`src/rtl/m65_pkg.sv`:
```
// Shared definitions for the 65xx-style bus master: bus state encoding and
// default parameter values.
package m65_pkg;

  // Bus sequencer states: IDLE between transfers, PH1/PH2 for the two phases.
  typedef enum logic [1:0] {
    IDLE = 2'd0,
    PH1  = 2'd1,
    PH2  = 2'd2
  } bus_state_t;

  // Default parameter values.
  localparam int DEF_AW           = 16;
  localparam int DEF_DW           = 8;
  localparam int DEF_DIV          = 1;
  localparam int DEF_RDY_ON_WRITE = 0;
  localparam int DEF_TIMEOUT      = 1024;

  // Counter widths cover DIV up to 255 and TIMEOUT up to 65535.
  localparam int PH_CNT_W = 8;
  localparam int ST_CNT_W = 16;

endpackage

```
`src/rtl/m65_phase_timer.sv`:
```
// Phase and stretch timer for the bus master. The phase counter walks
// 0..DIV-1 within PH1 and PH2; the stretch counter counts PH2 cycles held
// by RDY and flags when the TIMEOUT limit has been reached.
module m65_phase_timer
  import m65_pkg::*;
#(
  parameter int DIV     = DEF_DIV,
  parameter int TIMEOUT = DEF_TIMEOUT
) (
  input  logic clk,
  input  logic rst,
  input  logic phase_clr,
  input  logic phase_inc,
  input  logic stretch_clr,
  input  logic stretch_inc,
  output logic last_cycle,
  output logic timeout
);

  localparam logic [PH_CNT_W-1:0] PH_LAST  = PH_CNT_W'(DIV - 1);
  localparam logic [ST_CNT_W-1:0] ST_LIMIT = ST_CNT_W'(TIMEOUT);

  logic [PH_CNT_W-1:0] ph_cnt_reg;
  logic [ST_CNT_W-1:0] st_cnt_reg;

  // Phase counter: cleared at every phase boundary, held while stretched.
  always_ff @(posedge clk) begin
    if (rst) begin
      ph_cnt_reg <= '0;
    end else if (phase_clr) begin
      ph_cnt_reg <= '0;
    end else if (phase_inc) begin
      ph_cnt_reg <= ph_cnt_reg + PH_CNT_W'(1);
    end
  end

  // Stretch counter: counts RDY-held cycles of the current transfer.
  always_ff @(posedge clk) begin
    if (rst) begin
      st_cnt_reg <= '0;
    end else if (stretch_clr) begin
      st_cnt_reg <= '0;
    end else if (stretch_inc) begin
      st_cnt_reg <= st_cnt_reg + ST_CNT_W'(1);
    end
  end

  assign last_cycle = (ph_cnt_reg == PH_LAST);
  assign timeout    = (st_cnt_reg == ST_LIMIT);

endmodule

```
`src/rtl/m65_bus_master.sv`:
```
// 65xx-style bus master: turns core request/response handshakes into
// two-phase (PH1/PH2) external bus cycles with RDY stretching, a stretch
// timeout, AEC bus release and back-to-back transfers.
module m65_bus_master
  import m65_pkg::*;
#(
  parameter int AW           = DEF_AW,
  parameter int DW           = DEF_DW,
  parameter int DIV          = DEF_DIV,
  parameter int RDY_ON_WRITE = DEF_RDY_ON_WRITE,
  parameter int TIMEOUT      = DEF_TIMEOUT
) (
  input  logic          clk,
  input  logic          rst,
  input  logic          req_valid,
  output logic          req_ready,
  input  logic          req_we,
  input  logic          req_sync,
  input  logic [AW-1:0] req_addr,
  input  logic [DW-1:0] req_wdata,
  output logic          rsp_valid,
  output logic [DW-1:0] rsp_rdata,
  output logic          rsp_err,
  output logic          PH1OUT,
  output logic          PH2OUT,
  output logic [AW-1:0] A,
  output logic          A_oe,
  output logic [DW-1:0] D_out,
  output logic          D_oe,
  input  logic [DW-1:0] D_in,
  output logic          RWn,
  output logic          SYNC,
  input  logic          RDY,
  input  logic          AEC
);

  bus_state_t state_reg, state_next;

  logic [AW-1:0] addr_reg;
  logic [DW-1:0] wdata_reg;
  logic          we_reg;
  logic          sync_reg;

  logic          rsp_valid_reg;
  logic          rsp_err_reg;
  logic [DW-1:0] rsp_rdata_reg;

  logic last_cycle;
  logic timeout;
  logic phase_clr;
  logic phase_inc;
  logic stretch_clr;
  logic stretch_inc;

  logic in_ph2_last;
  logic stretch_req;
  logic stretch_wait;
  logic complete;
  logic timeout_done;
  logic accept;

  m65_phase_timer #(
    .DIV     (DIV),
    .TIMEOUT (TIMEOUT)
  ) u_timer (
    .clk         (clk),
    .rst         (rst),
    .phase_clr   (phase_clr),
    .phase_inc   (phase_inc),
    .stretch_clr (stretch_clr),
    .stretch_inc (stretch_inc),
    .last_cycle  (last_cycle),
    .timeout     (timeout)
  );

  // RDY only stretches reads unless write stretching is enabled.
  assign stretch_req  = !RDY && (!we_reg || (RDY_ON_WRITE != 0));
  assign in_ph2_last  = (state_reg == PH2) && last_cycle;
  assign stretch_wait = in_ph2_last && stretch_req && !timeout;
  // The transfer ends on the last PH2 cycle unless it is being held; if RDY
  // is still low at that point the stretch limit has been hit.
  assign complete     = in_ph2_last && !stretch_wait;
  assign timeout_done = complete && stretch_req;

  // Ready in IDLE (when the bus is ours) or on a completing edge, so a new
  // request can chain straight into PH1.
  assign req_ready = ((state_reg == IDLE) && AEC) || complete;
  assign accept    = req_valid && req_ready;

  // Bus state register.
  always_ff @(posedge clk) begin
    if (rst) begin
      state_reg <= IDLE;
    end else begin
      state_reg <= state_next;
    end
  end

  // Next-state and timer control.
  always_comb begin
    state_next  = state_reg;
    phase_clr   = 1'b0;
    phase_inc   = 1'b0;
    stretch_clr = 1'b0;
    stretch_inc = 1'b0;
    case (state_reg)
      IDLE: begin
        if (accept) begin
          state_next  = PH1;
          phase_clr   = 1'b1;
          stretch_clr = 1'b1;
        end
      end
      PH1: begin
        if (last_cycle) begin
          state_next = PH2;
          phase_clr  = 1'b1;
        end else begin
          phase_inc = 1'b1;
        end
      end
      PH2: begin
        if (!last_cycle) begin
          phase_inc = 1'b1;
        end else if (stretch_wait) begin
          stretch_inc = 1'b1;
        end else begin
          phase_clr   = 1'b1;
          stretch_clr = 1'b1;
          state_next  = accept ? PH1 : IDLE;
        end
      end
      default: begin
        state_next = IDLE;
      end
    endcase
  end

  // Capture the request fields when a transfer is accepted.
  always_ff @(posedge clk) begin
    if (rst) begin
      addr_reg  <= '0;
      wdata_reg <= '0;
      we_reg    <= 1'b0;
      sync_reg  <= 1'b0;
    end else if (accept) begin
      addr_reg  <= req_addr;
      wdata_reg <= req_wdata;
      we_reg    <= req_we;
      sync_reg  <= req_sync;
    end
  end

  // Response: one-cycle pulse after completion with data sampled on that edge.
  always_ff @(posedge clk) begin
    if (rst) begin
      rsp_valid_reg <= 1'b0;
      rsp_err_reg   <= 1'b0;
      rsp_rdata_reg <= '0;
    end else begin
      rsp_valid_reg <= complete;
      if (complete) begin
        rsp_err_reg <= timeout_done;
        if (timeout_done) begin
          rsp_rdata_reg <= '1;
        end else if (we_reg) begin
          rsp_rdata_reg <= '0;
        end else begin
          rsp_rdata_reg <= D_in;
        end
      end
    end
  end

  assign rsp_valid = rsp_valid_reg;
  assign rsp_err   = rsp_err_reg;
  assign rsp_rdata = rsp_rdata_reg;

  // Pads: address/control held for the whole transfer; AEC gates the drivers
  // combinationally so a release takes effect in the same cycle. Data is
  // driven only in PH2, leaving PH1 as a turnaround gap.
  assign PH1OUT = (state_reg != PH2);
  assign PH2OUT = (state_reg == PH2);
  assign A      = addr_reg;
  assign A_oe   = (state_reg != IDLE) && AEC;
  assign D_out  = wdata_reg;
  assign D_oe   = (state_reg == PH2) && we_reg && AEC;
  assign RWn    = (state_reg == IDLE) || !we_reg;
  assign SYNC   = (state_reg != IDLE) && sync_reg;

endmodule

```
`config.mk`:
```
export PLATFORM = sky130hd
export DESIGN_NAME = m65_bus_master
export DESIGN_NICKNAME = d
export VERILOG_FILES = /design/src/rtl/m65_pkg.sv /design/src/rtl/m65_phase_timer.sv /design/src/rtl/m65_bus_master.sv
export SDC_FILE = /design/constraint.sdc
export NUM_CORES = 1
export LEC_CHECK = 0
export ABC_CLOCK_PERIOD_IN_PS = 5910
export BUFFER_PORTS_ARGS = -buffer_cell sky130_fd_sc_hd__buf_4
export CAP_MARGIN = 10
export CORE_ASPECT_RATIO = 1.5
export CORE_MARGIN = 10
export CORE_UTILIZATION = 49
export DETAILED_ROUTE_END_ITERATION = 8
export HOLD_SLACK_MARGIN = 0.05
export MAX_ROUTING_LAYER = met4
export PLACE_DENSITY = 0.76
export SYNTH_ARGS = -nofsm -noshare
export SYNTH_HDL_FRONTEND = slang
export SYNTH_HIERARCHICAL = 1
export SYNTH_SLANG_ARGS = --single-unit
```
`constraint.sdc`:
```
create_clock -name clk -period 5.91 [get_ports clk]
set_input_delay 0.2955 -clock clk [delete_from_list [all_inputs] [get_ports clk]]
set_output_delay 0.2955 -clock clk [all_outputs]
set_load 0.005 [all_outputs]
```
==> metrics, run 1 <==
status=complete, no violations; worst setup margin=~2.2 ns; synth top area cells=dfxtp_1 45%, mux2i_1 10%, nor2_1 7.5%, ha_1 4.1%, xor2_1 3.2%; Top Layer Used=met4; deepest clock path buffer count=2; HP Class=in -> reg; total of max-cap violations=0; PD cells=between 200 and 300 nW/µm²; Syn Nets=about 340; met3 WL=about 350 µm; Hold Crit Endpoint=we_reg; dpl ws=roughly 2.2 ns; nets=between 400 and 500; Root Buffer=clkbuf_8; Die ar.=9110 µm²; Clock Latency Late Sink=about 0.35 ns; Critical Path RT=just over 6 ns; Crit Reg-Reg Startpoint=u_timer/ph_cnt_reg[0]; DRC Markers=0; DRT iter0 DRCs=around 170; largest family of logic cells by synthesized area=simple AND/OR/NAND/NOR gates; area leader, netlist=dfxtp_1; Simple-Gate Fraction of Synth Area=between 20 and 25%; fillers=roughly 480; Synth top cells by count=62 x dfxtp_1, 55 x nor2_1, 29 x mux2i_1; Critical Setup Path Class=reg -> reg; Critical Path AT=3.96 ns; Final Skew=around 0.010 ns; final core occ=around 65%; Setup Viol. Count Final=0; drt via density=between 5 and 6; Initial DRT Pass Iterations=4; ratio of cells with drive above 1 in the final layout=a little over a quarter; first-pass GRT wire length=10,470 µm; count leader, synth=dfxtp_1; via count=around 2.3k; number of CTS-inserted buffers=9; Post-Synthesis Cells=around 300; top_reg_cell synth=dfxtp_1; Reg2Reg Setup Slack=2.22 ns; syn avg cell area=between 9 and 10 µm²; Slew HR=27.83%; io pins=80; yosys warns=6; met1 WL=2628 µm; Worst-path clk slew=~0.080 ns; hpwl dp=4911 µm; width of the die=between 80 and 90 µm; crit path max fanout=7; largest net degree at the start of global routing=43; met2 wire len=roughly 3500 µm; GRT overflow=0; Worst-Margin Slew=~1.1 ns; R2R depth=10; Rows=33; max-slew violations=0; TNS Setup=0 ns; CTS Hold Bufs=0; Syn-to-layout area delta=28.96%; Max Freq=0.2712 GHz; CTS tree=done; die height=between 100 and 150 µm; Seq/Total Area, Yosys=roughly 45%; core area=roughly 5500 µm²; post-cts gate resize count=0; gpl congestion=between 0.8 and 0.9; post-synthesis compound-gate area fraction=7.873%; VDD IR max=roughly 0.00019 V; FF+latch count, synth=62; asr flop ratio synth=0%; DR WL/cell=around 15 µm; Synth Area in Adders=~4.1%; Clock Sinks=62; # H-tree levels=3; synth unique cells=38; antenna violations before repair=0; vias in the first global route=2,341; post-CTS repair timing setup buffer count=0; start point of the worst hold path=req_we; CP Launch Type=register; number of routed nets with antenna violations=0; port bufs=approximately 80; RSZ-0062 raised after global routing=no; WHS Path Cells=3; min cycle time layout=3.687 ns; top-area cell type share of the netlist area=approximately 45%; Post-synth EDFFs=0; Cell Area, Synth=about 2800 µm²; P_leak=~1.6 nW; post-synthesis mux area share=10.50%; part of the cycle the worst path needs=between 60% and 70%; Global Route Usage Sum=approximately 15%; total routed wirelength=6575 µm; Worst R2R End=u_timer/st_cnt_reg[12]; Worst setup EP type=register; Synth Area in XOR/XNOR=under 10%; Initial Util=about half; ant diodes=0; Final Hold Vio Count=0
critical path, stage by stage, from the launching register on:
cell and delay [ns]:
dfxtp_1 0.35, inv_1 0.07, ha_1 0.14, or4b_2 0.58, nor4_1 0.73, nand2_1 0.15, nor2_1 0.40, and4_1 0.43
nand2_4 0.08, or4_1 0.51, a21oi_1 0.17
kinds of logic (layout without fill, tap and decap cells):
logic type | after synthesis | count (layout)
buffers and inverters | 24 | 103
xor gates and xnor gates | 14 | 14
and+or+nand+nor | 125 | 125
adders and majority gates | 9 | 9
DFF | 62 | 62
AOI/OAI and AO/OA | 33 | 33
muxes | 29 | 29
how the worst max path moves through the flow:
| stage | startpoint | endpoint | slack (ns) | cells after the start |
|---|---|---|---|---|
| final | u_timer/ph_cnt_reg[0] | u_timer/st_cnt_reg[12] | 2.22 | 10 |
| after global routing | u_timer/ph_cnt_reg[0] | u_timer/st_cnt_reg[12] | 1.79 | 10 |
| after CTS | u_timer/ph_cnt_reg[0] | u_timer/st_cnt_reg[12] | 2.23 | 10 |
| after detailed placement | u_timer/ph_cnt_reg[0] | u_timer/st_cnt_reg[12] | 2.24 | 10 |
| after global placement | u_timer/ph_cnt_reg[0] | u_timer/st_cnt_reg[12] | 2.40 | 10 |
| after floorplan | u_timer/ph_cnt_reg[0] | u_timer/st_cnt_reg[12] | 2.81 | 12 |
final cells by class:
cell class | instances | area, µm² | share of cell area, %
clock buffers | 9 | 123.9 | 3.474
clock inverters | 7 | 103.9 | 2.912
inverters | 8 | 30.03 | 0.8421
multi-input cells | 210 | 1386 | 38.88
flip-flops and latches | 62 | 1241 | 34.81
well taps | 70 | 87.58 | 2.456
repair buffers | 79 | 593.1 | 16.63
metrics by stage:
step	hold slack (ns)	cell area, µm²	cells	total power [mW]
floorplan	0.4394	2765	296	0.5119
global placement	0.4658	3338	429	0.5570
detailed placement	0.4795	3338	429	0.5594
CTS	0.1623	3566	445	0.9841
global route	0.1668	3566	445	1.017
finish	0.1718	3566	445	0.9732
layout by cell type, fill, tap and decap left out, types with 7 or more instances in the layout:
| cell type | Yosys | layout |
|---|---|---|
| a21oi_1 | 10 | 10 |
| inv_1 | 8 | 8 |
| or3_1 | 7 | 7 |
| nand2_1 | 10 | 10 |
| nand4_1 | 10 | 10 |
| mux2i_1 | 29 | 29 |
| nor2_1 | 55 | 55 |
| ha_1 | 9 | 9 |
| dfxtp_1 | 62 | 62 |
| xor2_1 | 10 | 10 |
| buf_4 | 2 | 79 |
| a211oi_1 | 8 | 8 |
| o21ai_0 | 8 | 8 |
| clkbuf_8 | 0 | 9 |
| nand2b_1 | 12 | 12 |
report_power, final:
part / internal (mW) / switching, mW / total (mW)
logic: 0.0594 / 0.0475 / 0.107
registers: 0.432 / 0.00921 / 0.441
clock network: 0.244 / 0.182 / 0.426
layer usage:
| layer | track usage (%) | up-vias |
|---|---|---|
| met5 | - | - |
| li1 | - | 1165 |
| met3 | 4.670 | 8 |
| met1 | 15.47 | 1079 |
| met4 | 5.794 | 0 |
| met2 | 24.75 | 56 |
Note: power is estimated with default switching activity, not from simulation.
==> run 2: changes to the inputs <==
--- a/config.mk
+++ b/config.mk
@@ -5,12 +5,13 @@
 export SDC_FILE = /design/constraint.sdc
 export NUM_CORES = 1
 export LEC_CHECK = 0
-export ABC_CLOCK_PERIOD_IN_PS = 5910
+export ABC_AREA = 1
+export ABC_CLOCK_PERIOD_IN_PS = 3200
 export BUFFER_PORTS_ARGS = -buffer_cell sky130_fd_sc_hd__buf_4
 export CAP_MARGIN = 10
 export CORE_ASPECT_RATIO = 1.5
 export CORE_MARGIN = 10
-export CORE_UTILIZATION = 49
+export CORE_UTILIZATION = 47
 export DETAILED_ROUTE_END_ITERATION = 8
 export HOLD_SLACK_MARGIN = 0.05
 export MAX_ROUTING_LAYER = met4
==> constraint.sdc (replaced) <==
create_clock -name clk -period 3.2 [get_ports clk]
set_input_delay 0.16 -clock clk [delete_from_list [all_inputs] [get_ports clk]]
set_output_delay 0.16 -clock clk [all_outputs]
set_load 0.005 [all_outputs]
==> metrics, run 2 <==
status=complete, no violations; number of CTS-inserted buffers=9; first-pass GRT wire length=approximately 13,000 µm; Final Skew=slightly above 0.009 ns; P_leak=roughly 1.7 nW; post-synthesis compound-gate area fraction=14.49%; Die ar.=about 9600 µm²; most common cell after layout, fill and taps aside=nor2_1; Worst R2R End=u_timer/st_cnt_reg[8]; Worst setup EP type=register; HP Class=in -> reg; Initial DRT Pass Iterations=4; Rows=34; crit path max fanout=8; Setup Viol. Count Final=0; VDD IR max=around 0.00033 V; synth unique cells=27; ratio of cells with drive above 1 in the final layout=between 20% and 30%; Final Hold Vio Count=0; part of the cycle the worst path needs=82.92%; Clock Sinks=between 60 and 70; CP most frequent cell=nand2_1; Worst-path clk slew=around 0.07 ns; port bufs=79; min cycle time layout=between 2 and 3 ns; Crit Reg-Reg Startpoint=u_timer/ph_cnt_reg[0]; gpl congestion=0.9501; Slowest-stage cell, CP=nor4_1; width of the die=83.39 µm; Critical Setup Path Class=reg -> reg; via count=between 2k and 3k; drt via density=between 4 and 5; ant diodes=0; Clock Latency Late Sink=between 0.3 and 0.4 ns; Reg2Reg Setup Slack=between 0.5 and 0.6 ns; post-cts gate resize count=0; Synth Area in XOR/XNOR=0%; WHS Path Cells=3; Seq/Total Area, Yosys=between 40 and 50%; Post-Synthesis Cells=401; Max Freq=between 0.3 and 0.4 GHz; top-area cell type share of the netlist area=43.82%; max-slew violations=0; die height=115.1 µm; Hold Crit Endpoint=A[14]; TNS Setup=0 ns; DR WL/cell=13.79 µm; asr flop ratio synth=0%; post-synthesis mux area share=0%; area leader, netlist=dfxtp_1; FF+latch count, synth=slightly above 60; top_reg_cell synth=dfxtp_1; synth top area cells=dfxtp_1 44%, nor2_1 14%, nand2_1 7.8%, o21ai_0 5.8%, inv_1 5.6%; core area=between 5000 and 6000 µm²; most frequent cells in the layout=103 x nor2_1, 82 x buf_4, 62 x dfxtp_1, 59 x nand2_1, 42 x inv_1; deepest clock path buffer count=2; Synth Area in Adders=between 3 and 4%; total of max-cap violations=0; GRT overflow=0; nets=533; PnR Total Power=approximately 1.7 mW; Cell Area, Synth=2833 µm²; Slew HR=41.51%; number of routed nets with antenna violations=0; CP cell instances=inv_1, ha_1, nand2_1, nor4_1, nand2_1, inv_1, nand2_1, nor2_1, nand3_1, nor2_1, nand2_1, o21ai_1, a21oi_1; largest net degree at the start of global routing=35; PD cells=approximately 470 nW/µm²; slowest stage delay, CP=~0.46 ns; start point of the worst hold path=req_addr[14]; largest family of logic cells by synthesized area=simple AND/OR/NAND/NOR gates; Syn-to-layout area delta=30.08%; Critical Path AT=around 2.9 ns; Synth top cells by count=103 x nor2_1, 62 x dfxtp_1, 59 x nand2_1; DRC Markers=0; CTS tree=done; R2R depth=13; # H-tree levels=3; antenna violations before repair=0; Worst-Margin Slew=a little under 0.9 ns; vias in the first global route=2,830; Global Route Usage Sum=between 10% and 20%; Root Buffer=clkbuf_8; total routed wirelength=7734 µm; Critical Path RT=3.43 ns; yosys warns=6; hpwl dp=between 5000 and 6000 µm; Syn Nets=449; Initial Util=about half; Simple-Gate Fraction of Synth Area=~29%; RSZ-0062 raised after global routing=no; syn avg cell area=between 7 and 8 µm²; DRT iter0 DRCs=223; io pins=80; Post-synth EDFFs=0; CP Launch Type=register; count leader, synth=nor2_1
==> run 2: stage by stage <==
stage,area [µm²],instances,worst slack [ns],util [%],hold WS [ns]
after floorplan,2833,401,1.140,-,0.2291
after global placement,3466,543,0.7470,59.47,0.3842
after detailed placement,3466,543,0.6323,59.47,0.3892
after CTS,3685,561,0.5708,63.22,0.05210
after global routing,3685,561,0.1137,63.22,0.05691
final,3685,561,0.5466,63.22,0.06000
==> run 2: final cells by class <==
cell class | count | area [µm²]
Sequential cell | 62 | 1241
Inverter | 44 | 165.2
Timing Repair Buffer | 85 | 645.6
Fill cell | 528 | 2143
Clock buffer | 11 | 141.4
Multi-Input combinational cell | 283 | 1354
Clock inverter | 4 | 47.55
Tap cell | 72 | 90.09
==> run 2: cell families after synthesis <==
| kind of cell | count (synthesis) |
|---|---|
| AOI/OAI and AO/OA | 77 |
| and+or+nand+nor | 197 |
| adders and majority gates | 9 |
| buffers and inverters | 56 |
| DFF | 62 |
==> run 2: per-layer routing <==
layer / global-route usage, % / wire (µm) / vias to the layer above
met4: 6.834 / 131 / 0
met1: 15.86 / 3054 / 1261
met2: 30.48 / 4328 / 60
met5: - / 0 / -
met3: 3.255 / 219 / 12
li1: - / - / 1441
==> run 2: timing repair <==
action,4_1_cts,5_1_grt
endpoints found under the hold margin,6,0
hold buffers,3,0
buffers inserted,0,0
==> run 2: worst max-delay path by stage <==
stage	from	to	slack [ns]
3_5_place_dp	u_timer/ph_cnt_reg[0]	u_timer/st_cnt_reg[7]	0.63
5_1_grt	u_timer/ph_cnt_reg[0]	u_timer/st_cnt_reg[7]	0.11
3_3_place_gp	u_timer/ph_cnt_reg[0]	u_timer/st_cnt_reg[13]	0.75
6_report	u_timer/ph_cnt_reg[0]	u_timer/st_cnt_reg[8]	0.55
4_1_cts	u_timer/ph_cnt_reg[0]	u_timer/st_cnt_reg[7]	0.57
2_1_floorplan	u_timer/ph_cnt_reg[0]	u_timer/st_cnt_reg[4]	1.14
==> run 2: power by group <==
| group | total [mW] | switching, mW | internal, mW | leakage [nW] |
|---|---|---|---|---|
| logic | 0.235 | 0.118 | 0.117 | 1.06 |
| registers | 0.825 | 0.0187 | 0.806 | 0.504 |
| clock network | 0.666 | 0.292 | 0.374 | 0.0952 |
==> run 2: critical path, delay by kind of cell (launching register included) <==
family / cells / cell delay, ns
compound gates: 2 / 0.18
flops: 1 / 0.35
buf+inv: 2 / 0.18
simple gates: 8 / 1.71
fa+ha+maj: 1 / 0.14
==> run 3: changes to the inputs <==
--- a/config.mk
+++ b/config.mk
@@ -6,7 +6,7 @@
 export NUM_CORES = 1
 export LEC_CHECK = 0
 export ABC_AREA = 1
-export ABC_CLOCK_PERIOD_IN_PS = 3200
+export ABC_CLOCK_PERIOD_IN_PS = 2140
 export BUFFER_PORTS_ARGS = -buffer_cell sky130_fd_sc_hd__buf_4
 export CAP_MARGIN = 10
 export CORE_ASPECT_RATIO = 1.5
==> constraint.sdc (replaced) <==
create_clock -name clk -period 2.14 [get_ports clk]
set_input_delay 0.107 -clock clk [delete_from_list [all_inputs] [get_ports clk]]
set_output_delay 0.107 -clock clk [all_outputs]
set_load 0.005 [all_outputs]
==> metrics, run 3 (same netlist as run 2, synthesis figures left out) <==
Worst setup EP type=register; post-CTS repair timing setup buffer count=0; CP Launch Type=register; CP most frequent cell=inv_1; Global Route Usage Sum=~18%; vias in the first global route=3,132; port bufs=79; Slew HR=roughly four fifths; Slowest-stage cell, CP=dfxtp_1; Worst R2R End=u_timer/ph_cnt_reg[3]; Syn-to-layout area delta=45.45%; Initial Util=between 40% and 50%; Critical Path RT=between 2 and 2.5 ns; final core occ=~70%; HP Class=in -> reg; status=complete, no violations; die height=about 120 µm; most frequent cells in the layout=99 x buf_4, 98 x nor2_1, 62 x dfxtp_1, 57 x nand2_1, 42 x inv_1; R2R depth=14; DRT iter0 DRCs=249; Crit Reg-Reg Startpoint=u_timer/st_cnt_reg[1]; most common cell after layout, fill and taps aside=buf_4; total of max-cap violations=0; DP Cell Count=560; Clock Sinks=62; Setup Viol. Count Final=0; Max Freq=roughly 0.5 GHz; min cycle time layout=between 1.5 and 2 ns; total routed wirelength=approximately 8500 µm; Final Non-Filler Cells=608; largest net degree at the start of global routing=30; io pins=80; DR WL/cell=roughly 14 µm; deepest clock path buffer count=2; Critical Setup Path Class=reg -> reg; number of routed nets with antenna violations=0; TNS Setup=0 ns; hpwl dp=roughly 5900 µm; CTS tree=done; drt via density=between 5 and 6; via count=roughly 3k; CP cell instances=inv_1, ha_1, nand4_1, nor2_2, o21bai_4, nand2_2, nand2_2, inv_2, nand2_1, a21o_1, inv_1, nor2_4, inv_1, nor3_1; nets=about 580; first-pass GRT wire length=around 14,000 µm; core area=between 5000 and 6000 µm²; crit path max fanout=7; Worst-Margin Slew=slightly below 0.3 ns; VDD IR max=approximately 0.00050 V; DRC Markers=0; part of the cycle the worst path needs=93.22%; Worst-path clk slew=around 0.070 ns; width of the die=approximately 83 µm; P_leak=~1.9 nW; antenna violations before repair=2; RSZ-0062 raised after global routing=no; gpl congestion=1.030; Initial DRT Pass Iterations=4; crit path launch=u_timer/st_cnt_reg[1]; Die ar.=around 9600 µm²; PD cells=slightly above 600 nW/µm²; Final Hold Vio Count=0; max-slew violations=0; number of CTS-inserted buffers=9; Final Skew=0.008119 ns; # H-tree levels=3; Rows=34; Clock Latency Late Sink=roughly 0.34 ns; Reg2Reg Setup Slack=roughly 0.14 ns; GRT overflow=0; Critical Path AT=roughly 2.3 ns; slowest stage delay, CP=between 0.3 and 0.4 ns; ratio of cells with drive above 1 in the final layout=between 20% and 30%; Root Buffer=clkbuf_8; Setup crit end=u_timer/ph_cnt_reg[3]
## run 3: critical path, delay by kind of cell, from the launching register on
kind | cells | cell delay (ns)
compound gates | 2 | 0.32
fa+ha+maj | 1 | 0.17
buf+inv | 4 | 0.26
flops | 1 | 0.37
simple gates | 7 | 0.79
## run 3: report_power, final
part	switching (mW)	internal [mW]
logic	0.204	0.220
clock network	0.442	0.434
registers	0.0274	1.21
## run 3: routing by layer
| metal | global-route usage (%) | wire length, µm | vias to the layer above |
|---|---|---|---|
| met2 | 32.59 | 4619 | 86 |
| met1 | 16.98 | 3277 | 1397 |
| li1 | - | - | 1537 |
| met4 | 9.681 | 306 | 0 |
| met3 | 3.680 | 281 | 26 |
| met5 | - | 0 | - |
## run 3: per-stage QoR
stage / hold WS (ns) / cell area (µm²) / power (mW) / worst slack [ns]
finish: 0.05966 / 4120 / 2.533 / 0.1450
global route: 0.08818 / 4120 / 2.641 / 0.01212
CTS: 0.05409 / 4081 / 2.538 / 0.05473
detailed placement: 0.3361 / 3593 / 1.621 / -0.02424
global placement: 0.3361 / 3593 / 1.612 / 0.02009
floorplan: 0.1761 / 2833 / 1.437 / 0.07983
## run 3: how the worst min path moves through the flow
stage | start | to | cells past startpoint
finish | D_in[5] | rsp_rdata[5] | 3
floorplan | rst | rsp_err | 1
global route | req_sync | sync_reg | 3
global placement | rst | rsp_err | 2
detailed placement | rst | rsp_err | 2
CTS | D_in[5] | rsp_rdata[5] | 3
## run 3: layout make-up
cell class	instances	area, µm²
Clock inverter	4	25.02
Fill cell	439	1708
Inverter	44	165.2
Tap cell	72	90.09
Multi-Input combinational cell	283	1393
Sequential cell	62	1241
Timing Repair Buffer	131	1064
Clock buffer	10	137.6
Antenna cell	2	5.005
## run 3: repair_timing
action | 4_1_cts | 5_1_grt
hold buffers | 32 | 0
resized for setup | 2 | 10
setup endpoints to repair | 8 | 19
hold endpoints to repair | 35 | 0
